$ cat config.mk
export PLATFORM = sky130hd
export DESIGN_NAME = regfile_mp
export DESIGN_NICKNAME = d
export VERILOG_FILES = /design/src/rtl/regfile_pkg.sv /design/src/rtl/regfile_clr_fsm.sv /design/src/rtl/regfile_mp.sv
export SDC_FILE = /design/constraint.sdc
export NUM_CORES = 2
export LEC_CHECK = 0
export BUFFER_PORTS_ARGS = -buffer_cell sky130_fd_sc_hd__buf_4
export CORE_MARGIN = 1
export CORE_UTILIZATION = 50
export DETAILED_ROUTE_END_ITERATION = 16
export PLACE_DENSITY_LB_ADDON = 0.05
export SKIP_CTS_REPAIR_TIMING = 1
export SLEW_MARGIN = 20
export SYNTH_ARGS = -nofsm -noshare
export SYNTH_HDL_FRONTEND = slang
export SYNTH_SLANG_ARGS = --single-unit
$ cat constraint.sdc
create_clock -name clk -period 10 [get_ports clk]
set_input_delay 2 -clock clk [delete_from_list [all_inputs] [get_ports clk]]
set_output_delay 2 -clock clk [all_outputs]
set_load 0.05 [all_outputs]
$ cat src/rtl/regfile_pkg.sv
// Shared types and constants for the multi-port register file and its clear engine.
// Latency and backpressure: none (declarations only).
package regfile_pkg;

   typedef enum logic {
      CLR_IDLE = 1'b0,
      CLR_RUN  = 1'b1
   } clr_state_e;

   localparam int REG_ZERO         = 0;
   localparam int DEF_NUM_REGS     = 32;
   localparam int DEF_LINK_REG     = DEF_NUM_REGS - 1;

endpackage

$ cat src/rtl/regfile_clr_fsm.sv
// Background clear engine: sweeps registers 1..NUM_REGS-1, one per cycle, after clr_req.
// Busy rises the cycle after clr_req is sampled for NUM_REGS-1 cycles; clr_req ignored while busy.
module regfile_clr_fsm
   import regfile_pkg::*;
#(
   parameter int NUM_REGS = DEF_NUM_REGS,
   parameter int ADDR_W   = $clog2(NUM_REGS)
) (
   input  logic              clk,
   input  logic              rst,
   input  logic              clr_req,
   output logic              clr_busy,
   output logic              clr_we,
   output logic [ADDR_W-1:0] clr_idx
);

   clr_state_e        state_q, state_d;
   logic [ADDR_W-1:0] idx_q, idx_d;

   always_ff @(posedge clk) begin
      if (rst) begin
         state_q <= CLR_IDLE;
         idx_q   <= '0;
      end else begin
         state_q <= state_d;
         idx_q   <= idx_d;
      end
   end

   // Register 0 is hard-wired, so the sweep starts at 1 and wraps idx back to 0 on exit.
   always_comb begin
      state_d = state_q;
      idx_d   = idx_q;
      case (state_q)
         CLR_IDLE: begin
            if (clr_req) begin
               state_d = CLR_RUN;
               idx_d   = ADDR_W'(1);
            end
         end
         CLR_RUN: begin
            idx_d = idx_q + ADDR_W'(1);
            if (idx_q == ADDR_W'(NUM_REGS - 1)) begin
               state_d = CLR_IDLE;
            end
         end
         default: begin
            state_d = CLR_IDLE;
         end
      endcase
   end

   assign clr_busy = (state_q == CLR_RUN);
   assign clr_we   = (state_q == CLR_RUN);
   assign clr_idx  = idx_q;

endmodule

$ cat src/rtl/regfile_mp.sv
// Clocked register file, NUM_RD combinational read ports, one write port, zero reg, link steering, debug taps.
// Write latency 1, read latency 0; writes during a background clear are dropped (wr_drop). Option: REGFILE_BYPASS_EN.
module regfile_mp
   import regfile_pkg::*;
#(
   parameter int DATA_W   = 32,
   parameter int NUM_REGS = 32,
   parameter int ADDR_W   = $clog2(NUM_REGS),
   parameter int NUM_RD   = 2,
   parameter int LINK_REG = NUM_REGS - 1,
   parameter int NUM_TAP  = 8
) (
   input  logic                      clk,
   input  logic                      rst,
   input  logic [NUM_RD*ADDR_W-1:0]  rd_addr,
   output logic [NUM_RD*DATA_W-1:0]  rd_data,
   input  logic                      wr_en,
   input  logic [ADDR_W-1:0]         wr_addr,
   input  logic [DATA_W-1:0]         wr_data,
   input  logic                      is_link,
   input  logic                      clr_req,
   output logic                      clr_busy,
   output logic                      wr_drop,
   output logic [NUM_TAP*DATA_W-1:0] tap_data
);

   logic [DATA_W-1:0] regs_q [NUM_REGS];
   logic              wr_drop_q, wr_drop_d;
   logic              clr_we;
   logic [ADDR_W-1:0] clr_idx;
   logic [ADDR_W-1:0] wr_addr_eff;
   logic              wr_nonzero;
   logic              wr_commit;

   regfile_clr_fsm #(
      .NUM_REGS (NUM_REGS),
      .ADDR_W   (ADDR_W)
   ) u_clr_fsm (
      .clk      (clk),
      .rst      (rst),
      .clr_req  (clr_req),
      .clr_busy (clr_busy),
      .clr_we   (clr_we),
      .clr_idx  (clr_idx)
   );

   assign wr_addr_eff = is_link ? ADDR_W'(LINK_REG) : wr_addr;
   assign wr_nonzero  = (wr_addr_eff != ADDR_W'(REG_ZERO));
   assign wr_commit   = wr_en && !clr_busy && wr_nonzero;
   // Register-0 writes are silent even during a clear; only real losses are flagged.
   assign wr_drop_d   = wr_en && clr_busy && wr_nonzero;

   always_ff @(posedge clk) begin
      if (rst) begin
         for (int r = 0; r < NUM_REGS; r++) begin
            regs_q[r] <= '0;
         end
         wr_drop_q <= 1'b0;
      end else begin
         wr_drop_q <= wr_drop_d;
         if (clr_we) begin
            regs_q[clr_idx] <= '0;
         end
         if (wr_commit) begin
            regs_q[wr_addr_eff] <= wr_data;
         end
      end
   end

   assign wr_drop = wr_drop_q;

   // Entry 0 is reset to zero and never written, so a plain index returns 0 for address 0.
   always_comb begin
      rd_data = '0;
      for (int p = 0; p < NUM_RD; p++) begin
         rd_data[p*DATA_W +: DATA_W] = regs_q[rd_addr[p*ADDR_W +: ADDR_W]];
`ifdef REGFILE_BYPASS_EN
         if (wr_commit && (rd_addr[p*ADDR_W +: ADDR_W] == wr_addr_eff)) begin
            rd_data[p*DATA_W +: DATA_W] = wr_data;
         end
`endif
      end
   end

   always_comb begin
      tap_data = '0;
      for (int t = 0; t < NUM_TAP; t++) begin
         tap_data[t*DATA_W +: DATA_W] = regs_q[t+1];
      end
   end

endmodule
======== Word level (Yosys, flattened, before mapping) ========
Memory sizes are Yosys's and may differ from the RTL's.
Cells that the tools add are included.
Widths: inputs -> output; s select.
word-level totals
  memories ................................ 1
  RAM bits ................................ 1024
  bits in registers ....................... 7
  ROM bits ................................ 0
  bits in latches ......................... 0
memories
  name    depth  width  rd ports  clocked after memory_dff  write ports  line              RTL
  regs_q  32     32     10        0                         32           regfile_mp.sv:27  logic [DATA_W-1:0] regs_q [NUM_REGS];
operators by class
  reduce and logical (&&, ||, !) cells .... 8
  order comparisons ....................... 0
  muxes and demuxes ....................... 20
  eq/ne operators ......................... 2
  shifts and indexed selects .............. 0
  add/subtract/negate cells ............... 1
  bitwise logic cells ..................... 1
  $mul .................................... 0
  divide/modulo/power cells ............... 0
operator list
  kind                 count
  $mux 32              2
  $reduce_or 32->1     2
  $mux 5               4
  $mux 1               12
  $pmux 5 s2           1
  $add 5x1->5 const B  1
  $eq 5x5->1 const B   1
  $reduce_bool 5->1    1
  $logic_and 1x1->1    4
  $ne 2x2->1 const B   1
  $pmux 1 s2           1
  $logic_not 1->1      1
  $not 1->1            1

======== Depth between registers and ports, before layout ========
  word-level depth ........................ 8
  gate-level depth with buffers ........... 9

======== Modules after synthesis ========
From an unflattened synthesis, not the netlist that was laid out.
unflattened totals
  cell total of the unflattened synthesis .. 4666
  area, all modules ....................... 56355.3 um^2
by module, submodules not included
  module           cells each  area an instance (um^2)  times used  sequential area each (um^2)
  regfile_mp       4636        56076.3                  1           30769.5
  regfile_clr_fsm  30          279.0                    1           120.1

======== Least setup slack after synthesis ========
No wires, ideal clock.
  kind .................................... in2out
  start ................................... in rd_addr[1]
  end ..................................... out rd_data[11]
  slack ................................... 3.218 ns
  stages .................................. 6
  data arrival time ....................... 4.782 ns
  buffers on the path ..................... 3
  cell sequence ........................... clkbuf_1 buf_2 buf_1 mux4_2 o22ai_1 nor4_1
between the ends
  word-level cells in the longest chain between the ends .. 1
RTL lines
  what             line              RTL
  start, declared  regfile_mp.sv:15  input logic [NUM_RD*ADDR_W-1:0] rd_addr,
  $mem_v2 32x32    --
  end, declared    regfile_mp.sv:16  output logic [NUM_RD*DATA_W-1:0] rd_data,
Every way passes these cells.

======== Worst setup path after layout ========
  start ................................... in rd_addr[6]
  end ..................................... out rd_data[56]
Same word-level chain as after synthesis.

==> flow_summary.toml <==
[status]
status = "completed"

[floorplan]
dieWidth_um = 325
die_area_mm2 = 0.106
fp.dieH_um = 325
fp-row-count = 118
core_mm2 = 0.104
io_pins = 374
start_util_pct = 50.5

[worst_setup_path]
max_stage_delay_ns = 0.76
slowest_stage = "o22ai_1"
end_kind = "primary output"
cp_max_fo = 61
cp.required_ns = 8.00
critical_path_class = "input pin to primary output"
path_cells = "buf_8, buf_4, mux4_2, o22ai_1, nor4_1, buf_4"
arrival_ns = 5.27
cp_common_cell = "buf_4"
r2r_setup_slack_ns = 5.37
cp-start-kind = "input pin"

[run]
max_cap_violations = 0

[clock_tree]
cts_root_buf = "clkbuf_16"
clock_latency_ns = 0.72
htreeDepth = 3
cts_made_buffers = 109
cts_tree = "built"
clkSlewWorstSetupHoldPaths_ns = 0.06
cts_sinks = 1031
cts.path.max_buffers = 3

[synth]
syn_inst = 3600
yosys_warnings = 0
ys_ff_latch = 1031
synth_area_mm2 = 0.0523
syn_area_per_cell_um2 = 14.5
synth_cell_types = 47
async_reset_ff_share_pct = 0
synth-main-ff-cell = "edfxtp_1"
synth-edff-count = 1024
yosysSeqAreaShare_pct = 59.0

[placement]
gp_congestion = 0.930
placed_cells = 5071
dp_hpwl_um = 128000
port_buffers = 373

[routing]
routed_wl_um = 206000
dr.first_iter.drc_count = 7087
vias = 39300
drc_errors = 0
wl_per_cell_um = 39.1
final_antenna_net_count = 0
firstDrtPassIters = 9
drt-vias-per-instance = 7.45

[timing]
hold_viol = 0
fin_crit_sh_pct = 72.7
slew_headroom_pct = 20.7
fin_skew_ns = 0.0229
timing.final.crit_period_ns = 7.27
slew_viol_final = 0
setup_viol_count_final = 0
fmax_mhz = 138
whs_ns = 0.633
rsz0062_at_grt = "false"
worst_pin_slew_ns = 1.19
fin_setup_tns_ns = 0

[finish]
layout-drive-gt1-share_pct = 30.8
final_nets = 3856
final_cells = 5277
area_growth_pct = 15.1
num-fill-cells = 8203

[global_route]
grt_pass1_wl_um = 288000
grtUsageTotal_pct = 38.7
grt_pass1_vias = 37700
use_met2_pct = 55.1
grt_max_degree = 159
antenna_found_initial = 11
grtUsageMet1_pct = 53.5
grt_overflow = 0
busiest_layer = "met2"
grt_use_met3_pct = 15.5

[power]
power.density_mw_per_mm2 = 177
leakagePower_nw = 19.5
worst_ir_drop_vdd_uv = 167

[min_path]
hp-class = "flip-flop to flip-flop"
[per-stage QoR]
stage                     utilization [%]  area, µm²  total power [mW]  setup WS (ns)
after floorplan                         -      52400              6.03           3.22
after global placement               54.6      56600              6.62           2.67
after detailed placement             54.7      56700              6.65           2.71
after global routing                 58.1      60200              10.9           2.59
after CTS                            58.1      60200              10.6           2.72
final                                58.1      60200              10.7           2.73
[power breakdown]
part | internal, mW | switching [mW] | total (mW)
Sequential | 4.91 | 0.112 | 5.02
Combinational | 0.490 | 1.09 | 1.58
Clock | 2.31 | 1.76 | 4.07
Total | 7.70 | 2.96 | 10.7
[flip-flops by register name, summed over array words and instances, names as in the netlist]
name and flops:
regs_q 1024, wr_drop 1, u_clr_fsm.clr_busy 1, u_clr_fsm.clr_idx 5
[cells by family (layout without fill, tap and decap cells)]
family | after synthesis | count (layout) | synth area share [%]
xor gates and xnor gates | 1 | 1 | 0.0167
adders and majority gates | 2 | 2 | 0.0478
buffers and inverters | 420 | 682 | 3.35
and+or+nand+nor | 1312 | 1312 | 11.5
AOI/OAI and AO/OA | 319 | 319 | 3.97
muxes | 514 | 514 | 22.1
other | 1 | 36 | 0.00717
DFF | 1031 | 1031 | 59.0
[final cells by class]
class | count | area, µm² | area share, %
Antenna cell | 4 | 10.0 | 0.0166
Clock buffer | 130 | 2890 | 4.80
Clock inverter | 72 | 614 | 1.02
Inverter | 4 | 15.0 | 0.0249
Multi-Input combinational cell | 2180 | 20300 | 33.7
Sequential cell | 1031 | 30900 | 51.3
Tap cell | 1380 | 1730 | 2.87
Timing Repair Buffer | 476 | 3750 | 6.22
[layout by cell type, fill, tap and decap left out, types with 20 or more instances in the layout]
cell type,synthesis,final
edfxtp_1,1024,1024
nor3_1,521,521
mux4_2,512,512
nor2_1,494,493
buf_4,0,460
o22ai_1,257,257
nand3_1,133,131
clkbuf_16,0,112
nand2_1,70,68
nor4_1,65,65
conb_1,1,32
clkinv_1,0,31
clkinv_2,0,20
[worst max-delay path, delay by kind of cell]
family                 cells  cell delay [ns]
AOI/OAI and AO/OA          1             0.76
buffers and inverters      3             1.49
muxes                      1             0.59
and+or+nand+nor            1             0.29
[worst paths after layout]
check | from | endpoint | cells past startpoint
setup reg to reg | u_clr_fsm.clr_busy$_SDFF_PP0_ | regs_q[7][12]$_SDFFCE_PN0P_ | 6
hold / removal | u_clr_fsm.clr_idx[0]$_SDFFE_PP0P_ | u_clr_fsm.clr_idx[0]$_SDFFE_PP0P_ | 1
hold reg to reg | u_clr_fsm.clr_idx[0]$_SDFFE_PP0P_ | u_clr_fsm.clr_idx[0]$_SDFFE_PP0P_ | 1
setup / recovery | rd_addr[6] | rd_data[56] | 6
[synthesized netlist by cell type, types with 2 or more instances]
library cell / instances / area [µm²]
or3_1: 4 / 25.0
mux4_2: 512 / 11500
nand2_1: 70 / 263
nand3_1: 133 / 666
dfxtp_1: 7 / 140
ha_1: 2 / 25.0
nor2_1: 494 / 1850
clkbuf_1: 250 / 938
inv_1: 4 / 15.0
a21oi_1: 7 / 35.0
or3b_2: 3 / 26.3
edfxtp_1: 1024 / 30700
o22ai_1: 257 / 1610
a31oi_1: 3 / 18.8
nor4_1: 65 / 407
and3_1: 2 / 12.5
nor3b_1: 4 / 30.0
a211oi_1: 2 / 15.0
o21a_1: 2 / 15.0
mux2i_1: 2 / 20.0
o31ai_1: 13 / 97.6
nand2b_1: 3 / 18.8
or4_1: 2 / 15.0
buf_1: 26 / 97.6
a31o_2: 13 / 114
o21ai_0: 11 / 55.1
nand3b_1: 6 / 45.0
buf_2: 140 / 701
nor3_1: 521 / 2610
[per-layer routing]
metal	up-vias	wire length [µm]	share of wire, %
met1	20100	73800	36
met4	14	8320	4.0
met2	3678	89300	43
met5	-	121	0.059
li1	15000	-	-
met3	520	34900	17
Note: power is estimated with default switching activity, not from simulation.
